## src/rtl/lgn_pkg.sv

```systemverilog
// Shared constants and FSM encoding for the LGN classifier frame sender.
package lgn_pkg;

   localparam int INPUTS     = 256;
   localparam int BYTE_W     = 8;
   localparam int CATEGORIES = 10;
   localparam int IDX_W      = 4;
   localparam int VAL_W      = 8;

   typedef enum logic [1:0] {
      ST_IDLE   = 2'd0,
      ST_SEND   = 2'd1,
      ST_SETTLE = 2'd2,
      ST_DONE   = 2'd3
   } state_t;

endpackage

```

## src/rtl/lgn_byte_serializer.sv

```systemverilog
// Parallel-load shift register that emits the frame MSB byte first, with a
// saturating byte counter flagging the final byte.
module lgn_byte_serializer
   import lgn_pkg::*;
#(
   parameter int NUM_BYTES = 32
) (
   input  logic                        clk,
   input  logic                        rst,
   input  logic                        load_i,
   input  logic                        shift_i,
   input  logic [BYTE_W*NUM_BYTES-1:0] data_i,
   output logic [BYTE_W-1:0]           byte_o,
   output logic                        last_o
);

   localparam int CNT_W = (NUM_BYTES > 1) ? $clog2(NUM_BYTES) : 1;
   localparam int DAT_W = BYTE_W * NUM_BYTES;

   logic [DAT_W-1:0] sr_q, sr_d;
   logic [CNT_W-1:0] cnt_q, cnt_d;

   assign last_o = (cnt_q == CNT_W'(NUM_BYTES - 1));
   assign byte_o = sr_q[DAT_W-1 -: BYTE_W];

   always_comb begin
      sr_d  = sr_q;
      cnt_d = cnt_q;
      if (load_i) begin
         sr_d  = data_i;
         cnt_d = '0;
      end else if (shift_i) begin
         sr_d = sr_q << BYTE_W;
         // Hold at the last index rather than wrapping.
         if (!last_o) cnt_d = cnt_q + 1'b1;
      end
   end

   always_ff @(posedge clk) begin
      if (rst) begin
         sr_q  <= '0;
         cnt_q <= '0;
      end else begin
         sr_q  <= sr_d;
         cnt_q <= cnt_d;
      end
   end

endmodule

```

## src/rtl/lgn_frame_sender.sv

```systemverilog
// Streams a binarized frame byte-wise into the classifier, waits SETTLE_CYCLES,
// then captures and holds the result until handoff. LGN_SENDER_STATS_EN adds frame_count.
module lgn_frame_sender
   import lgn_pkg::*;
#(
   parameter int SETTLE_CYCLES = 2,
   parameter int NUM_BYTES     = 32
) (
   input  logic                        clk,
   input  logic                        rst,
   input  logic [BYTE_W*NUM_BYTES-1:0] frame_data,
   input  logic                        frame_valid,
   output logic                        frame_ready,
   output logic [BYTE_W-1:0]           byte_out,
   output logic                        shift_hold,
   input  logic [IDX_W-1:0]            cls_index,
   input  logic [VAL_W-1:0]            cls_value,
   output logic [IDX_W-1:0]            res_index,
   output logic [VAL_W-1:0]            res_value,
   output logic                        res_err,
   output logic                        res_valid,
   input  logic                        res_ready
`ifdef LGN_SENDER_STATS_EN
   ,
   output logic [15:0]                 frame_count
`endif
);

   state_t             state_q, state_d;
   logic [3:0]         settle_q, settle_d;
   logic [IDX_W-1:0]   res_index_q;
   logic [VAL_W-1:0]   res_value_q;
   logic               res_err_q;
   logic               accept, in_send, last_byte, capture, handoff;
   logic [BYTE_W-1:0]  ser_byte;

   assign frame_ready = (state_q == ST_IDLE) && !rst;
   assign accept      = frame_valid && frame_ready;
   assign in_send     = (state_q == ST_SEND);
   assign capture     = (state_q == ST_SETTLE) && (settle_q == 4'(SETTLE_CYCLES - 1));
   assign handoff     = (state_q == ST_DONE) && res_ready;

   lgn_byte_serializer #(
      .NUM_BYTES (NUM_BYTES)
   ) u_ser (
      .clk     (clk),
      .rst     (rst),
      .load_i  (accept),
      .shift_i (in_send),
      .data_i  (frame_data),
      .byte_o  (ser_byte),
      .last_o  (last_byte)
   );

   assign byte_out   = in_send ? ser_byte : '0;
   assign shift_hold = !in_send;
   assign res_valid  = (state_q == ST_DONE);
   assign res_index  = res_index_q;
   assign res_value  = res_value_q;
   assign res_err    = res_err_q;

   always_comb begin
      state_d  = state_q;
      settle_d = '0;
      case (state_q)
         ST_IDLE:   if (accept) state_d = ST_SEND;
         ST_SEND:   if (last_byte) state_d = ST_SETTLE;
         ST_SETTLE: begin
            if (capture) state_d = ST_DONE;
            else         settle_d = settle_q + 4'd1;
         end
         ST_DONE:   if (handoff) state_d = ST_IDLE;
         default:   state_d = ST_IDLE;
      endcase
   end

   always_ff @(posedge clk) begin
      if (rst) begin
         state_q     <= ST_IDLE;
         settle_q    <= '0;
         res_index_q <= '0;
         res_value_q <= '0;
         res_err_q   <= 1'b0;
      end else begin
         state_q  <= state_d;
         settle_q <= settle_d;
         if (capture) begin
            res_index_q <= cls_index;
            res_value_q <= cls_value;
            res_err_q   <= (cls_index > IDX_W'(CATEGORIES - 1));
         end
      end
   end

`ifdef LGN_SENDER_STATS_EN
   logic [15:0] frame_count_q;

   always_ff @(posedge clk) begin
      if (rst)          frame_count_q <= '0;
      else if (handoff) frame_count_q <= frame_count_q + 16'd1;
   end

   assign frame_count = frame_count_q;
`endif

endmodule
```

## config.mk

```make
export PLATFORM = sky130hd
export DESIGN_NAME = lgn_frame_sender
export DESIGN_NICKNAME = d
export VERILOG_FILES = /design/src/rtl/lgn_pkg.sv /design/src/rtl/lgn_byte_serializer.sv /design/src/rtl/lgn_frame_sender.sv
export SDC_FILE = /design/constraint.sdc
export NUM_CORES = 1
export LEC_CHECK = 0
export BUFFER_PORTS_ARGS = -buffer_cell sky130_fd_sc_hd__buf_2
export CAP_MARGIN = 20
export CORE_UTILIZATION = 42
export CTS_CLUSTER_DIAMETER = 150
export DETAILED_ROUTE_END_ITERATION = 7
export HOLD_SLACK_MARGIN = 0.02
export PLACE_DENSITY = 0.65
export SLEW_MARGIN = 40
export SYNTH_ARGS = -nofsm -noshare
export SYNTH_HDL_FRONTEND = slang
export SYNTH_SLANG_ARGS = --single-unit
```

## constraint.sdc

```tcl
create_clock -name clk -period 5.4 [get_ports clk]
set_clock_uncertainty 0.1 [all_clocks]
set_input_delay 1.35 -clock clk [delete_from_list [all_inputs] [get_ports clk]]
set_output_delay 1.35 -clock clk [all_outputs]
set_load 0.01 [all_outputs]
```

==> flow_summary_export.csv, run 1 <==
group,metric,value,unit
route,drt-wirelength-per-cell,16.16,um
floorplan,fp.dieH,181.7,um
clocking,htree_levels,1,
timing,unrepaired_setup_endpoints_after_global_routing,"false",
route,detail_route.first_pass.iterations,4,
synthesis,postSynthAreaPerCell,10.70,sq um
synthesis,syn_nets,1547,
synthesis,synth_enable_flop_cells,0,
global_routing,grt_pass1_vias,9374,
placed_design,place.gp.congestion,0.7515,
layout,mostFrequentLayoutCell,"sky130_fd_sc_hd__buf_2",
clocking,worstSkewPairLatency,0.55,ns
setup_path,critical_path.endpoint_type,"primary output",
timing,setup_total_negative_slack,0,ns
global_routing,grt.total_usage,0.1811,
synthesis,yosysWarningCount,0,
route,top_layer_used,"met5",
synthesis,synth_cells,1267,
route,drc,0,
power,leakagePower,6.111,nW
clocking,tritoncts,"built",
setup_path,cp_max_fo,35,
layout,final_layout_size_suffix_gt1_frac,0.4050,
layout,fill_cells,2927,
timing,finalSetupViolations,0,
floorplan,io_pins,296,
global_routing,antenna_found_initial,8,
synthesis,synth-seq-area-share,0.4135,
clocking,post_cts.resized_instances,0,
clocking,ctsHoldBuffers,0,
clocking,tritoncts.num_buffers,31,
setup_path,criticalPathCategory,"flop to primary output",
timing,timing.fmax,264.5,MHz
placed_design,placement.io_buffers,295,
timing,worst_pin_slew,0.7782,ns
layout,area_growth_syn_to_layout,19.11,%
floorplan,die_x,181.7,um
timing,max_slew_violation_total_from_the_final_report,0,
floorplan,core_area,31640,sq um
timing,timing_hold_violations_final,0,
setup_path,critPathLaunchType,"flop",
synthesis,ys_ff_latch,280,
global_routing,gr-total-overflow,0,
clocking,ctsRootBufferMaster,"sky130_fd_sc_hd__clkbuf_16",
synthesis,synthArstFlopShare,0,
global_routing,wire_length_of_the_first_global_routing_pass,48490,um
route,detailedRoute.firstIterationViolations,409,
route,drt-total-wl,31080,um
route,routed-wl-met3,1225,um
placed_design,dp_hpwl,21390,um
timing,finalCriticalPeriod,3.780,ns
synthesis,most_common_flop_cell_mapped_by_yosys,"sky130_fd_sc_hd__dfxtp_1",
synthesis,netlist_area,13560,sq um
route,vias,9726,
synthesis,netlist-cell-type-count,30,
min_path,holdCritPathClass,"flop to flop",
timing,timing.max_slew.rel_slack,0.4812,
setup_path,worst-endpoint-required,3.95,ns
floorplan,design.die.area,33000,sq um
clocking,numClockSinks,280,
global_routing,grt_start_max_net_pins,121,
route,avgViaCountPerCell,5.058,
run,cap_viol_max_count,0,
floorplan,start_util,0.4285,
route,drt.antenna.violating_nets,0,
power,irDropWorstVdd,0.0003071,V
route,met1Wirelength,14640,um
floorplan,floorplan.rows,65,
power,powerDensity,471.3,nW/um^2
clocking,cts_max_path_buffers,3,
layout,net_count_reported_at_finish,1776,
route,wl_met2,14660,um
clocking,number_of_setup_buffers_added_after_cts,0,
clocking,clkSlewWorstSetupHoldPaths,0.06,ns
timing,period_share,0.7000,
layout,final_core_util,0.5104,
layout,most-common-layout-cells,"sky130_fd_sc_hd__buf_2, sky130_fd_sc_hd__dfxtp_1, sky130_fd_sc_hd__nor2_1, sky130_fd_sc_hd__mux2i_1, sky130_fd_sc_hd__a211oi_2",
outcome,outcome,"finished clean",
setup_path,cp_data_arrival_time,2.33,ns
final timing paths:
| path | startpoint | end | slack (ns) | cells after the start |
|---|---|---|---|---|
| worst max-delay path | state_q[1]$_SDFFE_PP0P_ | byte_out[7] | 1.62 | 5 |
| worst min register to register | res_value[3]$_SDFFE_PP0P_ | res_value[3]$_SDFFE_PP0P_ | 0.35 | 2 |
| worst min-delay path | res_value[3]$_SDFFE_PP0P_ | res_value[3]$_SDFFE_PP0P_ | 0.35 | 2 |
| worst max register to register | state_q[1]$_SDFFE_PP0P_ | u_ser.sr_q[21]$_SDFFE_PP0P_ | 2.65 | 6 |
synth_stat cells (2+ instances only):
| cell type | n | area, sq um |
|---|---|---|
| sky130_fd_sc_hd__a211oi_2 | 248 | 3103 |
| sky130_fd_sc_hd__a21oi_1 | 22 | 110.1 |
| sky130_fd_sc_hd__and2_1 | 8 | 50.05 |
| sky130_fd_sc_hd__and3_1 | 2 | 12.51 |
| sky130_fd_sc_hd__buf_1 | 6 | 22.52 |
| sky130_fd_sc_hd__buf_2 | 52 | 260.3 |
| sky130_fd_sc_hd__buf_4 | 4 | 30.03 |
| sky130_fd_sc_hd__buf_6 | 30 | 337.8 |
| sky130_fd_sc_hd__clkbuf_1 | 27 | 101.4 |
| sky130_fd_sc_hd__dfxtp_1 | 280 | 5605 |
| sky130_fd_sc_hd__ha_1 | 8 | 100.1 |
| sky130_fd_sc_hd__inv_1 | 5 | 18.77 |
| sky130_fd_sc_hd__mux2i_1 | 250 | 2502 |
| sky130_fd_sc_hd__nand2_1 | 35 | 131.4 |
| sky130_fd_sc_hd__nand3_1 | 11 | 55.05 |
| sky130_fd_sc_hd__nand4_1 | 2 | 12.51 |
| sky130_fd_sc_hd__nor2_1 | 260 | 975.9 |
| sky130_fd_sc_hd__nor2b_1 | 2 | 12.51 |
| sky130_fd_sc_hd__xnor2_1 | 2 | 17.52 |
| sky130_fd_sc_hd__xor2_1 | 3 | 26.28 |
kinds of logic (layout without fill, tap and decap cells):
logic type | after synthesis | count (layout) | share of synthesized area
buf+inv | 125 | 374 | 0.05713
other cells | 0 | 5 | 0
xor+xnor | 5 | 5 | 0.003231
mux | 250 | 250 | 0.1846
simple gates | 323 | 323 | 0.09359
compound gates | 276 | 276 | 0.2406
fa+ha+maj | 8 | 8 | 0.007384
flops | 280 | 280 | 0.4135
where the power goes:
| part | switching [W] | total, W | internal [W] |
|---|---|---|---|
| clock network | 0.000830 | 0.00211 | 0.00128 |
| registers | 0.000269 | 0.00279 | 0.00252 |
| logic | 0.00142 | 0.00270 | 0.00128 |
layer usage:
| layer | vias up | track usage |
|---|---|---|
| met5 | - | 0 |
| met4 | 6 | 0.04169 |
| met3 | 42 | 0.03169 |
| met2 | 199 | 0.3075 |
| met1 | 4468 | 0.2383 |
| li1 | 5011 | - |
critical path, stage by stage (launching register included):
cell and delay, ns:
sky130_fd_sc_hd__dfxtp_1 0.32, sky130_fd_sc_hd__inv_1 0.13, sky130_fd_sc_hd__ha_4 0.55, sky130_fd_sc_hd__buf_4 0.41, sky130_fd_sc_hd__and2_1 0.17, sky130_fd_sc_hd__buf_2 0.16
layout make-up:
class	count	area [sq um]	share of cell area
antenna	5	12.51	0.0007748
multi-input combinational	862	7192	0.4454
tap	402	503.0	0.03115
sequential	280	5605	0.3471
clock buffer	46	902.1	0.05587
timing repair buffer	315	1797	0.1113
clock inverter	7	113.9	0.007051
inverter	6	22.52	0.001395
state kept, by name (all words and copies together), names as in the netlist:
name,count
u_ser.sr_q,256
res_value,8
u_ser.cnt_q,5
res_index,4
settle_q,4
state_q,2
res_err,1
per-stage QoR:
stage / hold WS (ns) / power [W] / area (sq um) / setup WS (ns) / cells
after detailed placement: 0.3430 / 0.005556 / 15070 / 1.612 / 1863
after global placement: 0.3428 / 0.005502 / 15040 / 1.656 / 1862
after global routing: 0.3752 / 0.008038 / 16140 / 1.491 / 1921
after floorplan: 0.3337 / 0.005110 / 13560 / 2.093 / 1267
final: 0.3495 / 0.007610 / 16150 / 1.620 / 1923
after CTS: 0.3511 / 0.007688 / 16090 / 1.564 / 1916
(Power assumes the default switching activity.)
==> inputs of run 2 (changes only) <==
--- a/config.mk
+++ b/config.mk
@@ -11,7 +11,7 @@
 export CTS_CLUSTER_DIAMETER = 150
 export DETAILED_ROUTE_END_ITERATION = 7
 export HOLD_SLACK_MARGIN = 0.02
-export PLACE_DENSITY = 0.65
+export PLACE_DENSITY = 0.68
 export SLEW_MARGIN = 40
 export SYNTH_ARGS = -nofsm -noshare
 export SYNTH_HDL_FRONTEND = slang
==> constraint.sdc (replaced) <==
create_clock -name clk -period 3.3 [get_ports clk]
set_clock_uncertainty 0.1 [all_clocks]
set_input_delay 0.825 -clock clk [delete_from_list [all_inputs] [get_ports clk]]
set_output_delay 0.825 -clock clk [all_outputs]
set_load 0.01 [all_outputs]
==> run 2 against run 1 <==
Effect of this change:
- via count up 0.20%
- power rose by 61%
- register-to-register slack got worse by 1.7 ns
- worst hold slack improved by 0.0045 ns
- flip-flop and latch count did not move
- sequential share of layout area about the same
- die area unchanged
- largest cell class unchanged
- critical path type unchanged
- setup slack lost 1.3 ns
- routed wire length shrank 0.37%
- sequential power rose by 64%
==> flow_summary_export.csv, run 2 (synthesized netlist as in run 1, its figures left out) <==
group,metric,value,unit
setup_path,critPathLaunchType,"flop",
clocking,cts_max_path_buffers,3,
timing,finalCriticalPeriod,2.947,ns
setup_path,cpMaxStageDelayCell,"sky130_fd_sc_hd__ha_4",
timing,finalSetupViolations,0,
power,powerDensity,760.7,nW/um^2
placed_design,dp_hpwl,21620,um
clocking,numClockSinks,280,
route,top_layer_used,"met5",
clocking,worstSkewPairLatency,0.55,ns
route,vias,9745,
power,totalPowerFinal,0.01229,W
global_routing,antenna_found_initial,8,
timing,max_slew_violation_total_from_the_final_report,0,
setup_path,cp_max_fo,28,
outcome,outcome,"finished clean",
route,routed-wl-met3,1411,um
setup_path,critical_path_buf_inv_count,3,
global_routing,grt.total_usage,0.1821,
layout,largest_reg_flops,256,
min_path,timing.hold.worst.start,"res_value[4]$_SDFFE_PP0P_",
layout,regMostFlops,"u_ser.sr_q",
route,avgViaCountPerCell,5.034,
setup_path,critical_path.top_delay_family,"buffers and inverters",
floorplan,fp.dieH,181.7,um
timing,worst_pin_slew,0.8435,ns
global_routing,grt_start_max_net_pins,121,
setup_path,worst_path_largest_cell_delay,0.42,ns
clocking,clkSlewWorstSetupHoldPaths,0.06,ns
global_routing,grt_pass1_vias,9414,
layout,most-common-layout-cells,"sky130_fd_sc_hd__buf_2, sky130_fd_sc_hd__dfxtp_1, sky130_fd_sc_hd__nor2_1, sky130_fd_sc_hd__mux2i_1, sky130_fd_sc_hd__a211oi_2",
setup_path,r2r.worst_path.cells,8,
floorplan,start_util,0.4285,
layout,net_count_reported_at_finish,1784,
power,p_sw_frac,0.3383,
global_routing,wire_length_of_the_first_global_routing_pass,48710,um
floorplan,io_pins,296,
min_path,holdCritPathClass,"flop to flop",
global_routing,gr-total-overflow,0,
clocking,number_of_setup_buffers_added_after_cts,0,
power,irDropWorstVdd,0.0005578,V
layout,mostFrequentLayoutCell,"sky130_fd_sc_hd__buf_2",
clocking,ctsHoldBuffers,0,
route,drt-total-wl,30960,um
timing,timing.fmax,339.3,MHz
timing,layout_setup_ws,0.3525,ns
route,detailedRoute.firstIterationViolations,428,
timing,setup_total_negative_slack,0,ns
power,power_switching,0.004158,W
min_path,hold_path_depth,2,
placed_design,placement.io_buffers,295,
setup_path,crit_chain,"inv_1 -> ha_4 -> clkinv_1 -> buf_2",
route,drt-wirelength-per-cell,15.99,um
route,detail_route.first_pass.iterations,4,
timing,timing_hold_violations_final,0,
min_path,hold-path-endpoint,"res_value[4]$_SDFFE_PP0P_",
setup_path,worst_setup_path_startpoint,"state_q[1]$_SDFFE_PP0P_",
power,share_clk_of_total_power,0.266,
setup_path,cp_data_arrival_time,2.02,ns
placed_design,place.gp.congestion,0.7780,
clocking,tritoncts.num_buffers,31,
power,internal-power,0.008132,W
setup_path,criticalPathCategory,"flop to primary output",
layout,area_growth_syn_to_layout,19.17,%
run,cap_viol_max_count,0,
placed_design,post-place-ws,0.8018,ns
route,drt.antenna.violating_nets,0,
timing,timing.max_slew.rel_slack,0.4377,
power,power.sequential.fraction,0.372,
route,met1Wirelength,14220,um
layout,final_layout_size_suffix_gt1_frac,0.4088,
setup_path,rrSetupSlack,0.97,ns
layout,final-instance-count-excl-fill,1936,
setup_path,cp.depth,4,
floorplan,core_area,31640,sq um
floorplan,floorplan.rows,65,
route,wl_met2,14470,um
route,drc,0,
clocking,tritoncts,"built",
setup_path,timing.rr.start,"state_q[0]$_SDFFE_PP0P_",
timing,period_share,0.8932,
power,combPwrFrac,0.362,
setup_path,worst-endpoint-required,2.37,ns
layout,design_area,16160,sq um
clocking,ctsRootBufferMaster,"sky130_fd_sc_hd__clkbuf_16",
setup_path,timing.rr.end,"u_ser.sr_q[102]$_SDFFE_PP0P_",
placed_design,postPlaceCellArea,15170,sq um
setup_path,critical_path.endpoint_type,"primary output",
floorplan,design.die.area,33000,sq um
clocking,htree_levels,1,
timing,unrepaired_setup_endpoints_after_global_routing,"false",
floorplan,die_x,181.7,um
power,leakagePower,6.127,nW
placed_design,placed_cells_incl_taps,1873,
clocking,post_cts.resized_instances,0,
run 2: worst max path at each step:
stage                                              end  slack [ns]
final                                       shift_hold        0.35
after global routing                        shift_hold        0.19
after CTS                                   shift_hold        0.30
after detailed placement  u_ser.sr_q[102]$_SDFFE_PP0P_        0.80
after global placement     u_ser.sr_q[78]$_SDFFE_PP0P_        0.85
after floorplan                            frame_ready        1.04
run 2: stage by stage:
step	hold WS [ns]	util
global placement	0.3412	0.4795
floorplan	0.3337	-
finish	0.3540	0.5107
CTS	0.3586	0.5103
detailed placement	0.3491	0.4796
global route	0.3812	0.5104
run 2: worst register-to-register path, cell delays in order (launching register included):
cell and delay [ns]:
sky130_fd_sc_hd__dfxtp_1 0.40, sky130_fd_sc_hd__inv_1 0.10, sky130_fd_sc_hd__ha_1 0.26, sky130_fd_sc_hd__nand2_1 0.11
sky130_fd_sc_hd__or2_4 0.37, sky130_fd_sc_hd__buf_12 0.26, sky130_fd_sc_hd__buf_12 0.31, sky130_fd_sc_hd__nor2_1 0.10
sky130_fd_sc_hd__a211oi_2 0.22
run 2: final cells by class:
| cell class | instances | area, sq um |
|---|---|---|
| Multi-Input combinational cell | 862 | 7192 |
| Sequential cell | 280 | 5605 |
| Antenna cell | 5 | 12.51 |
| Clock buffer | 48 | 909.6 |
| Fill cell | 2861 | 15480 |
| Timing Repair Buffer | 323 | 1851 |
| Clock inverter | 10 | 60.06 |
| Tap cell | 402 | 503.0 |
| Inverter | 6 | 22.52 |
run 2: power groups by stage:
| stage | sequential [W] | combinational, W | clock (W) |
|---|---|---|---|
| finish | 0.00457 | 0.00445 | 0.00327 |
| global route | 0.00466 | 0.00483 | 0.00352 |
| floorplan | 0.00445 | 0.00391 | 0 |
| detailed placement | 0.00466 | 0.00449 | 0 |
| global placement | 0.00464 | 0.00440 | 0 |
| CTS | 0.00458 | 0.00450 | 0.00337 |
run 2: layer usage:
layer	up-vias	global-route usage
met5	-	0
met2	206	0.3015
met3	53	0.03590
li1	5036	-
met1	4444	0.2375
met4	6	0.05797
==> inputs of run 3 (changes only) <==
--- a/config.mk
+++ b/config.mk
@@ -11,8 +11,8 @@
 export CTS_CLUSTER_DIAMETER = 150
 export DETAILED_ROUTE_END_ITERATION = 7
 export HOLD_SLACK_MARGIN = 0.02
-export PLACE_DENSITY = 0.68
-export SLEW_MARGIN = 40
+export PLACE_DENSITY = 0.65
+export SLEW_MARGIN = 10
 export SYNTH_ARGS = -nofsm -noshare
 export SYNTH_HDL_FRONTEND = slang
 export SYNTH_SLANG_ARGS = --single-unit
==> constraint.sdc (replaced) <==
create_clock -name clk -period 3.6 [get_ports clk]
set_clock_uncertainty 0.1 [all_clocks]
set_input_delay 0.9 -clock clk [delete_from_list [all_inputs] [get_ports clk]]
set_output_delay 0.9 -clock clk [all_outputs]
set_load 0.01 [all_outputs]
==> run 3 against run 2 <==
Effect of this change:
- clock power rose by 5%
- sequential power fell by 8.3%
- worst hold slack barely moved
- sequential share of layout area fell by 0.30 points
- via count rose by 0.63%
- design area rose by 0.88%
- utilization rose by 0.45 points
- die area did not move
- global-route usage rose by 0.27 points
- clock-buffer cell count rose by 3
- highest routed layer unchanged
==> flow_summary_export.csv, run 3 (synthesized netlist as in run 1, its figures left out) <==
group,metric,value,unit
placed_design,post-place-ws,1.045,ns
route,vias,9806,
route,drt-wirelength-per-cell,16.26,um
timing,finalCriticalPeriod,3.019,ns
route,avgViaCountPerCell,5.081,
min_path,hold_path_depth,2,
floorplan,die_x,181.7,um
floorplan,io_pins,296,
global_routing,grt.total_usage,0.1847,
floorplan,start_util,0.4285,
run,cap_viol_max_count,0,
clocking,cts_max_path_buffers,3,
timing,layout_setup_ws,0.5806,ns
global_routing,wire_length_of_the_first_global_routing_pass,49130,um
placed_design,dp_hpwl,21460,um
timing,timing.fmax,331.2,MHz
clocking,ctsHoldBuffers,0,
route,drt.antenna.violating_nets,0,
clocking,numClockSinks,280,
power,p_sw_frac,0.3259,
setup_path,worst-endpoint-required,2.60,ns
route,drt-total-wl,31380,um
clocking,post_cts.resized_instances,0,
timing,timing.max_slew.rel_slack,0.2379,
clocking,tritoncts,"built",
power,share_clk_of_total_power,0.293,
timing,max_slew_violation_total_from_the_final_report,0,
setup_path,cp_max_fo,27,
route,detailedRoute.firstIterationViolations,549,
setup_path,cp_data_arrival_time,2.02,ns
layout,area_growth_syn_to_layout,20.22,%
placed_design,placement.io_buffers,295,
layout,most-common-layout-cells,"sky130_fd_sc_hd__buf_2, sky130_fd_sc_hd__dfxtp_1, sky130_fd_sc_hd__nor2_1, sky130_fd_sc_hd__mux2i_1, sky130_fd_sc_hd__a211oi_2",
clocking,tritoncts.num_buffers,34,
setup_path,critical_path.endpoint_type,"primary output",
setup_path,r2r.worst_path.cells,5,
layout,regMostFlops,"u_ser.sr_q",
layout,largest_reg_flops,256,
placed_design,place.gp.congestion,0.8003,
power,combPwrFrac,0.350,
floorplan,core_area,31640,sq um
power,leakagePower,6.175,nW
clocking,number_of_setup_buffers_added_after_cts,0,
timing,timing_hold_violations_final,0,
global_routing,antenna_found_initial,11,
clocking,ctsRootBufferMaster,"sky130_fd_sc_hd__clkbuf_16",
layout,mostFrequentLayoutCell,"sky130_fd_sc_hd__buf_2",
floorplan,floorplan.rows,65,
layout,final_core_util,0.5152,
global_routing,grt_pass1_vias,9500,
route,drc,0,
global_routing,grt_start_max_net_pins,146,
route,detail_route.first_pass.iterations,4,
clocking,clkSlewWorstSetupHoldPaths,0.06,ns
setup_path,criticalPathCategory,"flop to primary output",
clocking,worstSkewPairLatency,0.49,ns
power,internal-power,0.007913,W
min_path,holdCritPathClass,"flop to flop",
timing,period_share,0.8387,
floorplan,design.die.area,33000,sq um
power,irDropWorstVdd,0.0005792,V
timing,unrepaired_setup_endpoints_after_global_routing,"false",
timing,worst_pin_slew,1.143,ns
global_routing,gr-total-overflow,0,
power,power_switching,0.003826,W
power,power.sequential.fraction,0.357,
setup_path,critPathLaunchType,"flop",
floorplan,fp.dieH,181.7,um
power,powerDensity,720.3,nW/um^2
clocking,htree_levels,2,
outcome,outcome,"finished clean",
layout,net_count_reported_at_finish,1781,
layout,final_layout_size_suffix_gt1_frac,0.4063,
timing,finalSetupViolations,0,
timing,setup_total_negative_slack,0,ns
## run 3: routing by layer
layer / GRT usage / vias up / wire length (um)
met4: 0.04475 / 10 / 435
met1: 0.2418 / 4506 / 14550
li1: - / 5032 / -
met3: 0.04212 / 49 / 1574
met5: 0 / - / 64
met2: 0.3069 / 209 / 14750
## run 3: power groups by stage
stage               Combinational [W]  Sequential (W)  Clock (W)
floorplan                     0.00358         0.00408          0
global placement              0.00407         0.00425          0
CTS                           0.00414         0.00420    0.00354
detailed placement            0.00413         0.00427          0
global route                  0.00445         0.00427    0.00367
finish                        0.00411         0.00419    0.00344
## run 3: worst max-delay path, cell delays in order, from the launching register on
cell and delay (ns):
sky130_fd_sc_hd__dfxtp_1 0.33, sky130_fd_sc_hd__inv_1 0.14, sky130_fd_sc_hd__ha_4 0.45, sky130_fd_sc_hd__clkinv_1 0.37
sky130_fd_sc_hd__buf_2 0.24
## run 3: final timing paths
| kind | to | slack, ns | from |
|---|---|---|---|
| max | shift_hold | 0.58 | state_q[1]$_SDFFE_PP0P_ |
| min | res_value[0]$_SDFFE_PP0P_ | 0.35 | res_value[0]$_SDFFE_PP0P_ |
| max reg2reg | u_ser.sr_q[108]$_SDFFE_PP0P_ | 1.13 | state_q[1]$_SDFFE_PP0P_ |
| min reg2reg | res_value[0]$_SDFFE_PP0P_ | 0.35 | res_value[0]$_SDFFE_PP0P_ |
## run 3: through the flow
| stage | power (W) | hold WS [ns] | area, sq um | instances |
|---|---|---|---|---|
| after floorplan | 0.007665 | 0.3337 | 13560 | 1267 |
| final | 0.01174 | 0.3537 | 16300 | 1930 |
| after global routing | 0.01239 | 0.3780 | 16290 | 1927 |
| after detailed placement | 0.008400 | 0.3479 | 15150 | 1867 |
| after global placement | 0.008316 | 0.3428 | 15150 | 1867 |
| after CTS | 0.01189 | 0.3550 | 16280 | 1923 |
## run 3: area by class of cell
class                   count  area, sq um
fillers                  2926        15340
repair buffers            317         1827
well taps                 402        503.0
inverters                   6        22.52
clock buffers              51         1028
multi-input cells         862         7192
clock inverters             5        102.6
diodes                      7        17.52
flip-flops and latches    280         5605
